## config.mk

```make
export PLATFORM = sky130hd
export DESIGN_NAME = resize_axis_mul_arbiter
export DESIGN_NICKNAME = d
export VERILOG_FILES = /design/src/rtl/resize_axis_mul_pkg.sv /design/src/rtl/resize_axis_mul_pipe.sv /design/src/rtl/resize_axis_mul_arbiter.sv
export SDC_FILE = /design/constraint.sdc
export NUM_CORES = 1
export LEC_CHECK = 0
export ABC_AREA = 1
export BUFFER_PORTS_ARGS = -buffer_cell sky130_fd_sc_hd__buf_2
export CORE_ASPECT_RATIO = 0.9
export CORE_MARGIN = 4
export CORE_UTILIZATION = 40
export DETAILED_ROUTE_END_ITERATION = 8
export SLEW_MARGIN = 20
export SYNTH_ARGS = -nofsm -noshare
export SYNTH_HDL_FRONTEND = slang
export SYNTH_SLANG_ARGS = --single-unit
export TNS_END_PERCENT = 1
```

## constraint.sdc

```tcl
create_clock -name ap_clk -period 5.4 [get_ports ap_clk]
set_clock_uncertainty 0.05 [all_clocks]
set_input_delay 0.54 -clock ap_clk [delete_from_list [all_inputs] [get_ports ap_clk]]
set_output_delay 0.54 -clock ap_clk [all_outputs]
set_load 0.03 [all_outputs]
```

## src/rtl/resize_axis_mul_pkg.sv

```systemverilog
// Shared widths and helpers for the resize_axis weight-tap multiplier arbiter.
package resize_axis_mul_pkg;

    localparam int A_W = 20;  // signed pixel operand
    localparam int B_W = 8;   // unsigned weight operand
    localparam int P_W = 28;  // full-precision signed product

    // Smallest width w (at least 1) with 2**w >= n.
    function automatic int clog2(input int n);
        int w;
        w = 1;
        while ((32'sd1 <<< w) < n) begin
            w = w + 1;
        end
        return w;
    endfunction

    // Signed-by-unsigned multiply. Both operands are extended to P_W bits and
    // the low P_W bits of the product are kept; the exact result always fits.
    function automatic logic signed [P_W-1:0] mul_ab(input logic [A_W-1:0] a,
                                                     input logic [B_W-1:0] b);
        logic [P_W-1:0] wa;
        logic [P_W-1:0] wb;
        wa = {{(P_W-A_W){a[A_W-1]}}, a};
        wb = {{(P_W-B_W){1'b0}}, b};
        return $signed(wa * wb);
    endfunction

endpackage

```

## src/rtl/resize_axis_mul_pipe.sv

```systemverilog
// Registered multiplier. The operand register is the first stage and the
// consumer's result register (the FIFO entry) is the last one, so STAGES-1
// register levels live here. Valid bits are reset, data registers are not.
module resize_axis_mul_pipe
    import resize_axis_mul_pkg::*;
#(
    parameter int STAGES = 2,
    parameter int ID_W   = 2
) (
    input  logic                  clk,
    input  logic                  rst_n,
    input  logic                  in_valid,
    input  logic [A_W-1:0]        in_a,
    input  logic [B_W-1:0]        in_b,
    input  logic [ID_W-1:0]       in_id,
    output logic                  out_valid,
    output logic signed [P_W-1:0] out_p,
    output logic [ID_W-1:0]       out_id
);

    generate
        if (STAGES == 1) begin : g_comb
            assign out_valid = in_valid;
            assign out_p     = mul_ab(in_a, in_b);
            assign out_id    = in_id;
        end else begin : g_reg
            logic                  v0_r;
            logic [A_W-1:0]        a0_r;
            logic [B_W-1:0]        b0_r;
            logic [ID_W-1:0]       id0_r;
            logic signed [P_W-1:0] prod_s;

            // Operand stage valid bit; cleared so reset discards in-flight work.
            always_ff @(posedge clk or negedge rst_n) begin
                if (!rst_n) begin
                    v0_r <= 1'b0;
                end else begin
                    v0_r <= in_valid;
                end
            end

            // Operand stage data, captured every cycle without reset.
            always_ff @(posedge clk) begin
                a0_r  <= in_a;
                b0_r  <= in_b;
                id0_r <= in_id;
            end

            assign prod_s = mul_ab(a0_r, b0_r);

            if (STAGES == 2) begin : g_direct
                assign out_valid = v0_r;
                assign out_p     = prod_s;
                assign out_id    = id0_r;
            end else begin : g_shift
                logic                  v_r  [STAGES-2];
                logic signed [P_W-1:0] p_r  [STAGES-2];
                logic [ID_W-1:0]       id_r [STAGES-2];

                // Product-stage valid shift register.
                always_ff @(posedge clk or negedge rst_n) begin
                    if (!rst_n) begin
                        for (int i = 0; i < STAGES-2; i++) begin
                            v_r[i] <= 1'b0;
                        end
                    end else begin
                        v_r[0] <= v0_r;
                        for (int i = 1; i < STAGES-2; i++) begin
                            v_r[i] <= v_r[i-1];
                        end
                    end
                end

                // Product-stage data shift register.
                always_ff @(posedge clk) begin
                    p_r[0]  <= prod_s;
                    id_r[0] <= id0_r;
                    for (int i = 1; i < STAGES-2; i++) begin
                        p_r[i]  <= p_r[i-1];
                        id_r[i] <= id_r[i-1];
                    end
                end

                assign out_valid = v_r[STAGES-3];
                assign out_p     = p_r[STAGES-3];
                assign out_id    = id_r[STAGES-3];
            end
        end
    endgenerate

endmodule

```

## src/rtl/resize_axis_mul_arbiter.sv

```systemverilog
// Round-robin scheduler sharing one multiplier among NREQ bilinear weight taps.
// Issue is credit-gated so the result FIFO can never overflow.
module resize_axis_mul_arbiter
    import resize_axis_mul_pkg::*;
#(
    parameter int NREQ       = 4,
    parameter int MUL_STAGES = 2,
    parameter int FIFO_DEPTH = 4
) (
    input  logic                     ap_clk,
    input  logic                     ap_rst_n,
    input  logic [NREQ-1:0]          req_valid,
    output logic [NREQ-1:0]          req_ready,
    input  logic [NREQ*A_W-1:0]      req_a,
    input  logic [NREQ*B_W-1:0]      req_b,
    output logic                     res_valid,
    input  logic                     res_ready,
    output logic signed [P_W-1:0]    res_p,
    output logic [clog2(NREQ)-1:0]   res_id,
    output logic                     busy
);

    localparam int ID_W  = clog2(NREQ);
    localparam int FP_W  = clog2(FIFO_DEPTH);
    localparam int CNT_W = clog2(FIFO_DEPTH + MUL_STAGES + 1);

    logic [ID_W-1:0]       ptr_r;
    logic [ID_W-1:0]       grant_idx_s;
    logic                  grant_any_s;
    logic [CNT_W-1:0]      in_flight_r;
    logic [CNT_W-1:0]      fifo_count_r;
    logic [CNT_W-1:0]      outstanding_s;
    logic                  can_issue_s;
    logic                  issue_s;
    logic                  push_s;
    logic                  pop_s;
    logic                  pipe_valid_s;
    logic signed [P_W-1:0] pipe_p_s;
    logic [ID_W-1:0]       pipe_id_s;
    logic signed [P_W-1:0] mem_p_r  [FIFO_DEPTH];
    logic [ID_W-1:0]       mem_id_r [FIFO_DEPTH];
    logic [FP_W-1:0]       wr_ptr_r;
    logic [FP_W-1:0]       rd_ptr_r;
    logic signed [P_W-1:0] last_p_r;
    logic [ID_W-1:0]       last_id_r;

    assign outstanding_s = in_flight_r + fifo_count_r;
    assign can_issue_s   = (outstanding_s < CNT_W'(FIFO_DEPTH));
    assign issue_s       = |(req_valid & req_ready);
    assign push_s        = pipe_valid_s;
    assign res_valid     = (fifo_count_r != {CNT_W{1'b0}});
    assign pop_s         = res_valid & res_ready;
    assign busy          = (outstanding_s != {CNT_W{1'b0}});
    assign res_p         = res_valid ? mem_p_r[rd_ptr_r]  : last_p_r;
    assign res_id        = res_valid ? mem_id_r[rd_ptr_r] : last_id_r;

    // Cyclic search from ptr for the first valid requester.
    always_comb begin
        grant_any_s = 1'b0;
        grant_idx_s = {ID_W{1'b0}};
        for (int k = 0; k < NREQ; k++) begin
            if (!grant_any_s && req_valid[(int'(ptr_r) + k) % NREQ]) begin
                grant_any_s = 1'b1;
                grant_idx_s = ID_W'((int'(ptr_r) + k) % NREQ);
            end else begin
                grant_any_s = grant_any_s;
            end
        end
    end

    // One-hot ready for the winner, suppressed when out of credit or in reset.
    always_comb begin
        req_ready = {NREQ{1'b0}};
        if (grant_any_s && can_issue_s && ap_rst_n) begin
            req_ready[grant_idx_s] = 1'b1;
        end else begin
            req_ready = {NREQ{1'b0}};
        end
    end

    resize_axis_mul_pipe #(
        .STAGES (MUL_STAGES),
        .ID_W   (ID_W)
    ) u_pipe (
        .clk       (ap_clk),
        .rst_n     (ap_rst_n),
        .in_valid  (issue_s),
        .in_a      (req_a[int'(grant_idx_s)*A_W +: A_W]),
        .in_b      (req_b[int'(grant_idx_s)*B_W +: B_W]),
        .in_id     (grant_idx_s),
        .out_valid (pipe_valid_s),
        .out_p     (pipe_p_s),
        .out_id    (pipe_id_s)
    );

    // Round-robin pointer and credit counters; a pop frees credit one cycle later.
    always_ff @(posedge ap_clk or negedge ap_rst_n) begin
        if (!ap_rst_n) begin
            ptr_r        <= {ID_W{1'b0}};
            in_flight_r  <= {CNT_W{1'b0}};
            fifo_count_r <= {CNT_W{1'b0}};
        end else begin
            if (issue_s) begin
                ptr_r <= (grant_idx_s == ID_W'(NREQ-1)) ? {ID_W{1'b0}} : grant_idx_s + ID_W'(1);
            end else begin
                ptr_r <= ptr_r;
            end
            in_flight_r  <= in_flight_r + CNT_W'(issue_s) - CNT_W'(push_s);
            fifo_count_r <= fifo_count_r + CNT_W'(push_s) - CNT_W'(pop_s);
        end
    end

    // Result FIFO storage, pointers and the last-popped value shown while empty.
    always_ff @(posedge ap_clk or negedge ap_rst_n) begin
        if (!ap_rst_n) begin
            wr_ptr_r  <= {FP_W{1'b0}};
            rd_ptr_r  <= {FP_W{1'b0}};
            last_p_r  <= {P_W{1'b0}};
            last_id_r <= {ID_W{1'b0}};
            for (int i = 0; i < FIFO_DEPTH; i++) begin
                mem_p_r[i]  <= {P_W{1'b0}};
                mem_id_r[i] <= {ID_W{1'b0}};
            end
        end else begin
            if (push_s) begin
                mem_p_r[wr_ptr_r]  <= pipe_p_s;
                mem_id_r[wr_ptr_r] <= pipe_id_s;
                wr_ptr_r <= (wr_ptr_r == FP_W'(FIFO_DEPTH-1)) ? {FP_W{1'b0}} : wr_ptr_r + FP_W'(1);
            end else begin
                wr_ptr_r <= wr_ptr_r;
            end
            if (pop_s) begin
                last_p_r  <= mem_p_r[rd_ptr_r];
                last_id_r <= mem_id_r[rd_ptr_r];
                rd_ptr_r  <= (rd_ptr_r == FP_W'(FIFO_DEPTH-1)) ? {FP_W{1'b0}} : rd_ptr_r + FP_W'(1);
            end else begin
                rd_ptr_r <= rd_ptr_r;
            end
        end
    end

endmodule
```

**Yosys cells after proc, flatten, opt, wreduce, memory -nomap -nowiden**

Cells that the tools add are included.

- Add/subtract/negate cells: 11
- Multiply operators: 2
- Order comparisons: 10
- Equal/unequal tests: 3
- Shift operators: 2
- Muxes and demuxes: 39
- Bitwise gates (word level): 7
- Reduce and logical (&&, ||, !) cells: 16

Operator list:

| operator | count |
|---|---|
| bitwise mux 112 bit | 1 |
| two-way mux 28 bit | 4 |
| indexed part select 80 x 8 -> 20 bit | 1 |
| binary-select mux 28 bit (select 2 bit) | 1 |
| demux 28 bit (select 2 bit) | 1 |
| indexed part select 32 x 6 -> 8 bit | 1 |
| multiplier 20 x 9 -> 28 bit | 1 |
| two-way mux 2 bit | 11 |
| less-than comparator 3 x 4 -> 1 bit, second input constant | 3 |
| two-way mux 1 bit | 12 |
| adder 2 x 1 -> 2 bit, second input constant | 4 |
| binary-select mux 1 bit (select 2 bit) | 4 |
| bitwise mux 8 bit | 1 |
| logical AND 1 bit | 7 |
| adder 3 x 1 -> 3 bit | 2 |
| == test 2 bit, second input constant | 3 |
| greater-or-equal comparator 3 bit, second input constant | 2 |
| less-than comparator 2 x 3 -> 1 bit, second input constant | 2 |
| NOT 2 -> 3 bit | 2 |
| nonzero test 3 bit | 2 |
| OR reduction 2 bit | 3 |
| subtractor 3 x 1 -> 3 bit | 2 |
| multiplier 2 x 3 -> 5 bit, second input constant | 1 |
| adder 2 bit, second input constant | 2 |
| other kinds (13) | 17 |

- Flip-flop bits (word level): 193
- Output and inout port bits: 36

**Logic depth before layout (Yosys ltp)**

- Word-level depth: 23
- Gate-level depth with buffers: 23
- Gate-level depth less buffers: 22

**By module**

From an unflattened synthesis, not the netlist that was laid out.

- Cell total of the unflattened synthesis: 2,067
- Area total of the unflattened synthesis: 15,416.0 um^2

Modules (own cells, without submodules):

| module | instances | cells each | area an instance (um^2) | sequential area each (um^2) |
|---|---|---|---|---|
| resize_axis_mul_arbiter | 1 | 1,077 | 8,425.6 | 4,053.9 |
| resize_axis_mul_pipe | 1 | 990 | 6,990.5 | 625.6 |

**Worst setup path before layout**

No wires, ideal clock.

- Path kind: register to register
- From: reg u_pipe.g_reg.b0_r[0]
- To: reg mem_p_r[101] (netlist name)
- Arrival: 4.317 ns
- Slack: 0.900 ns
- Stages on the path, launching flop included: 19
- Period minus slack after synthesis: 4.500 ns
- Cell sequence: dfxtp_1 clkbuf_1 buf_1 nand2_1 fa_1 inv_1 fa_1 fa_1 inv_1 fa_1 inv_1 ha_1 a21oi_1 o21ai_0 a21oi_1 o21ai_0 or2_2 nand3_1 o21ai_0

- Word-level cells in the longest chain between the ends: 2

Ends and longest elaborated chain:

| element | line | text |
|---|---|---|
| start, declared | resize_axis_mul_pipe.sv:29 | `logic [B_W-1:0] b0_r;` |
| start signal, assigned | resize_axis_mul_pipe.sv:45 | `b0_r <= in_b;` |
| multiplier 20 x 9 -> 28 bit | resize_axis_mul_pkg.sv:26 | `return $signed(wa * wb);` |
| bitwise mux 112 bit | resize_axis_mul_arbiter.sv:126 | `mem_p_r[wr_ptr_r] <= pipe_p_s;` |
| end signal, assigned by index | resize_axis_mul_arbiter.sv:121 | `mem_p_r[i] <= {P_W{1'b0}};` |
| end signal, assigned by index | resize_axis_mul_arbiter.sv:126 |  |
| end, declared | resize_axis_mul_arbiter.sv:40 | `logic signed [P_W-1:0] mem_p_r [FIFO_DEPTH];` |

Every way passes these cells.
A chain may end at the register's enable or synchronous reset.

**Final worst setup path**

- From: reg u_pipe.g_reg.b0_r[2]
- To: reg mem_p_r[52] (netlist name)

The elaborated chain is that of the path after synthesis.

==> impl_metrics.tcl <==
set metrics [dict create \
    run_status "finished, final reports clean" \
    setup_total_negative_slack_ns 0 \
    h_tree_lvls 4 \
    synth.area.top_cells "dfrtp_1 (26%), fa_1 (16%), nand2_1 (15%), inv_1 (11%), o21ai_0 (5.5%)" \
    post-synth-top-area-cell "dfrtp_1" \
    track_usage_pct 19.50 \
    synthDistinctLibCells 38 \
    reg_to_reg_start "u_pipe.g_reg.b0_r[2]$_DFF_P_" \
    achievable-frequency_mhz 197.0 \
    cts.repair_timing.setup_buffer_count 0 \
    clock_path_buffers 2 \
    grt_overflow_total 0 \
    criticalPathCategory "flop to flop" \
    initial_antenna_violation_count 0 \
    tritoncts.num_buffers 17 \
    critical_path_required_ns 5.67 \
    initial_cell_density_of_the_core_pct 40.79 \
    n_antenna_cell 0 \
    critical_path.slowest_cell "dfxtp_1" \
    cts_tree "built" \
    path_clk_slew_ns 0.10 \
    gp_congestion 0.8684 \
    fillCellCount 4009 \
    first_pass_iteration_count_of_the_detailed_router 5 \
    post-route-drc-count 0 \
    maximum_number_of_pins_on_one_net_before_global_route_repair 84 \
    synth_commonest_cells "nand2_1 (641), inv_1 (441), o21ai_0 (174), dfrtp_1 (163), fa_1 (127)" \
    grt_pass1_wl_um 68460 \
    clk_latency_ns 0.47 \
    numPortBuffers 154 \
    detail_routed_net_length_per_standard_cell_um 14.72 \
    report.final.hold_viol_count 0 \
    r2r_slack_ns 0.32 \
    timing.critical_path.mode_cell "fa_1" \
    yosys.cell_count.top_type "nand2_1" \
    die-area_mm2 0.04263 \
    netlist_area_mm2 0.01576 \
    post_synth.cell_area_avg_um2 7.376 \
    rsz0062_at_grt "false" \
    die_w_um 217.2 \
    synthFlopType "dfrtp_1" \
    syn2layout_area_growth_pct 10.51 \
    synth-edff-count 0 \
    worst-path-buf-inv 4 \
    hold_class "input port to async pin" \
    detail-route-antenna-nets 0 \
    boundaryPins 155 \
    post_synth_inst_count 2136 \
    tightest_slew_ns 1.051 \
    async_reset_ff_share_pct 84.46 \
    placementRows 68 \
    cp_data_arrival_time_ns 5.34 \
    worst_slew_margin_rel_pct 29.81 \
    die_height_um 196.3 \
    yosysTopAreaCellShare_pct 25.89 \
    crit-reg2reg-capture "mem_p_r[52]$_DFFE_PN0P_" \
    vias_per_cell 4.928 \
    critical_path_peak_fanout 10 \
    postSynthRegisterBits 193 \
    slew_viol_final 0 \
    cap_viol_max_count 0 \
    report.final.setup_viol 0 \
    cp_top_family "adder cells" \
    slowest_delay_ns 0.64 \
    cts.root.buffer_cell "clkbuf_16" \
    mappedNetlistNets 2451 \
    nets 2526 \
    part_of_the_yosys_area_used_for_sequential_elements_pct 29.70 \
    worstRegToRegCells 17 \
    fraction_of_final_layout_cells_with_drive_strength_greater_than_1_pct 10.52 \
    core-area_mm2 0.03863 \
    synthesis.yosys.warnings 0 \
    cell_chain_of_the_critical_path "buf_4 -> nand2_1 -> fa_1 -> inv_1 -> fa_1 -> fa_1 -> inv_1 -> fa_1 -> inv_1 -> ha_1 -> nand2_1 -> nor3_1 -> nand4_1 -> nand3_1 -> nand2_1 -> nand3_1 -> o21ai_0" \
    tritoncts_num_sinks 193 \
    hpwlAfterDp_um 30050 \
    finalCritPeriodShare_pct 94.02 \
    worst_setup_path_end_kind "flop" \
    detailedRoute.firstIterationViolations 928 \
    routed-via-count 13550 \
    crit_path_start_kind "flop" \
    finalCriticalPeriod_ns 5.077 \
    crit_path_start "u_pipe.g_reg.b0_r[2]$_DFF_P_" \
    routed_wirelength_um 40470 \
    first_global_vias 13500 \
]
[layout by cell type (no fill, tap or decap), types with 9 or more instances in the layout]
master / count
nand2_1: 640
inv_1: 440
o21ai_0: 174
dfrtp_1: 162
buf_2: 153
fa_1: 127
nand3_1: 121
nand4_1: 69
ha_1: 69
a21oi_1: 65
nor2_1: 29
dfxtp_1: 27
a32o_1: 23
buf_4: 23
clkbuf_16: 17
xnor2_1: 14
xor2_1: 9
[flip-flops by register name, indices dropped and copies added (netlist names), 3 cells and up]
signal             cells
last_p_r              28
u_pipe.g_reg.a0_r     20
mem_id_r               8
mem_p_r              112
in_flight_r            3
u_pipe.g_reg.b0_r      8
fifo_count_r           3
[metrics by stage]
stage | util (%) | cell area (µm²) | cells | hold slack (ns) | setup WS, ns
floorplan | - | 15760 | 2136 | 0.1944 | 0.9001
global placement | 43.52 | 16810 | 2717 | 0.4147 | 0.1804
detailed placement | 43.52 | 16810 | 2717 | 0.4163 | 0.2131
CTS | 45.06 | 17400 | 2749 | 0.1052 | 0.2053
global route | 45.08 | 17410 | 2749 | 0.1469 | 0.03904
finish | 45.08 | 17410 | 2749 | 0.09421 | 0.3229
[final cells by class]
class,instances,area [µm²],share of cell area (%)
Clock inverter,15,166.4,0.9557
Multi-Input combinational cell,1375,8841,50.78
Sequential cell,193,4684,26.90
Timing Repair Buffer,178,960.9,5.519
Clock buffer,17,425.4,2.443
Tap cell,525,656.9,3.773
Inverter,446,1677,9.629
[per-layer routing]
metal	up-vias	share of wire, %	wire [µm]	GRT usage [%]
met5	-	0	0	0
met4	0	0.85	342	3.321
met1	6509	48	19620	27.52
li1	6700	-	-	-
met3	25	4.5	1830	3.314
met2	313	46	18680	32.22
[how the worst max path moves through the flow]
stage / to / slack (ns) / cells after the start
2_1_floorplan: mem_p_r[101]$_DFFE_PN0P_ / 0.90 / 18
3_3_place_gp: mem_p_r[108]$_DFFE_PN0P_ / 0.18 / 16
3_5_place_dp: mem_p_r[108]$_DFFE_PN0P_ / 0.21 / 16
4_1_cts: mem_p_r[108]$_DFFE_PN0P_ / 0.21 / 16
5_1_grt: mem_p_r[49]$_DFFE_PN0P_ / 0.04 / 19
6_report: mem_p_r[52]$_DFFE_PN0P_ / 0.32 / 17
[logic make-up (layout without fill, tap and decap cells)]
kind of cell / Yosys count / count (layout) / share of synthesized area, %
buffers and inverters: 568 / 656 / 14.23
adders and majority gates: 196 / 196 / 21.62
AOI/OAI and AO/OA: 272 / 272 / 9.522
xor gates and xnor gates: 23 / 23 / 1.279
DFF: 193 / 193 / 29.70
and+or+nand+nor: 884 / 884 / 23.65
[worst register-to-register path: stages (launching register included)]
cell     delay [ns]
dfxtp_1        0.64
buf_4          0.26
nand2_1        0.07
fa_1           0.64
inv_1          0.12
fa_1           0.47
fa_1           0.55
inv_1          0.05
fa_1           0.48
inv_1          0.05
ha_1           0.38
nand2_1        0.13
nor3_1         0.36
nand4_1        0.25
nand3_1        0.15
nand2_1        0.10
nand3_1        0.08
o21ai_0        0.10
[what timing repair did]
item / 4_1_cts / 5_1_grt
resized for setup: 0 / 3
setup endpoints to repair: 0 / 11
hold endpoints to repair: 0 / 0
hold buffers: 0 / 0
Power is not shown: default switching activity piles up to over one toggle a cycle in this logic, so the estimate is an artifact.
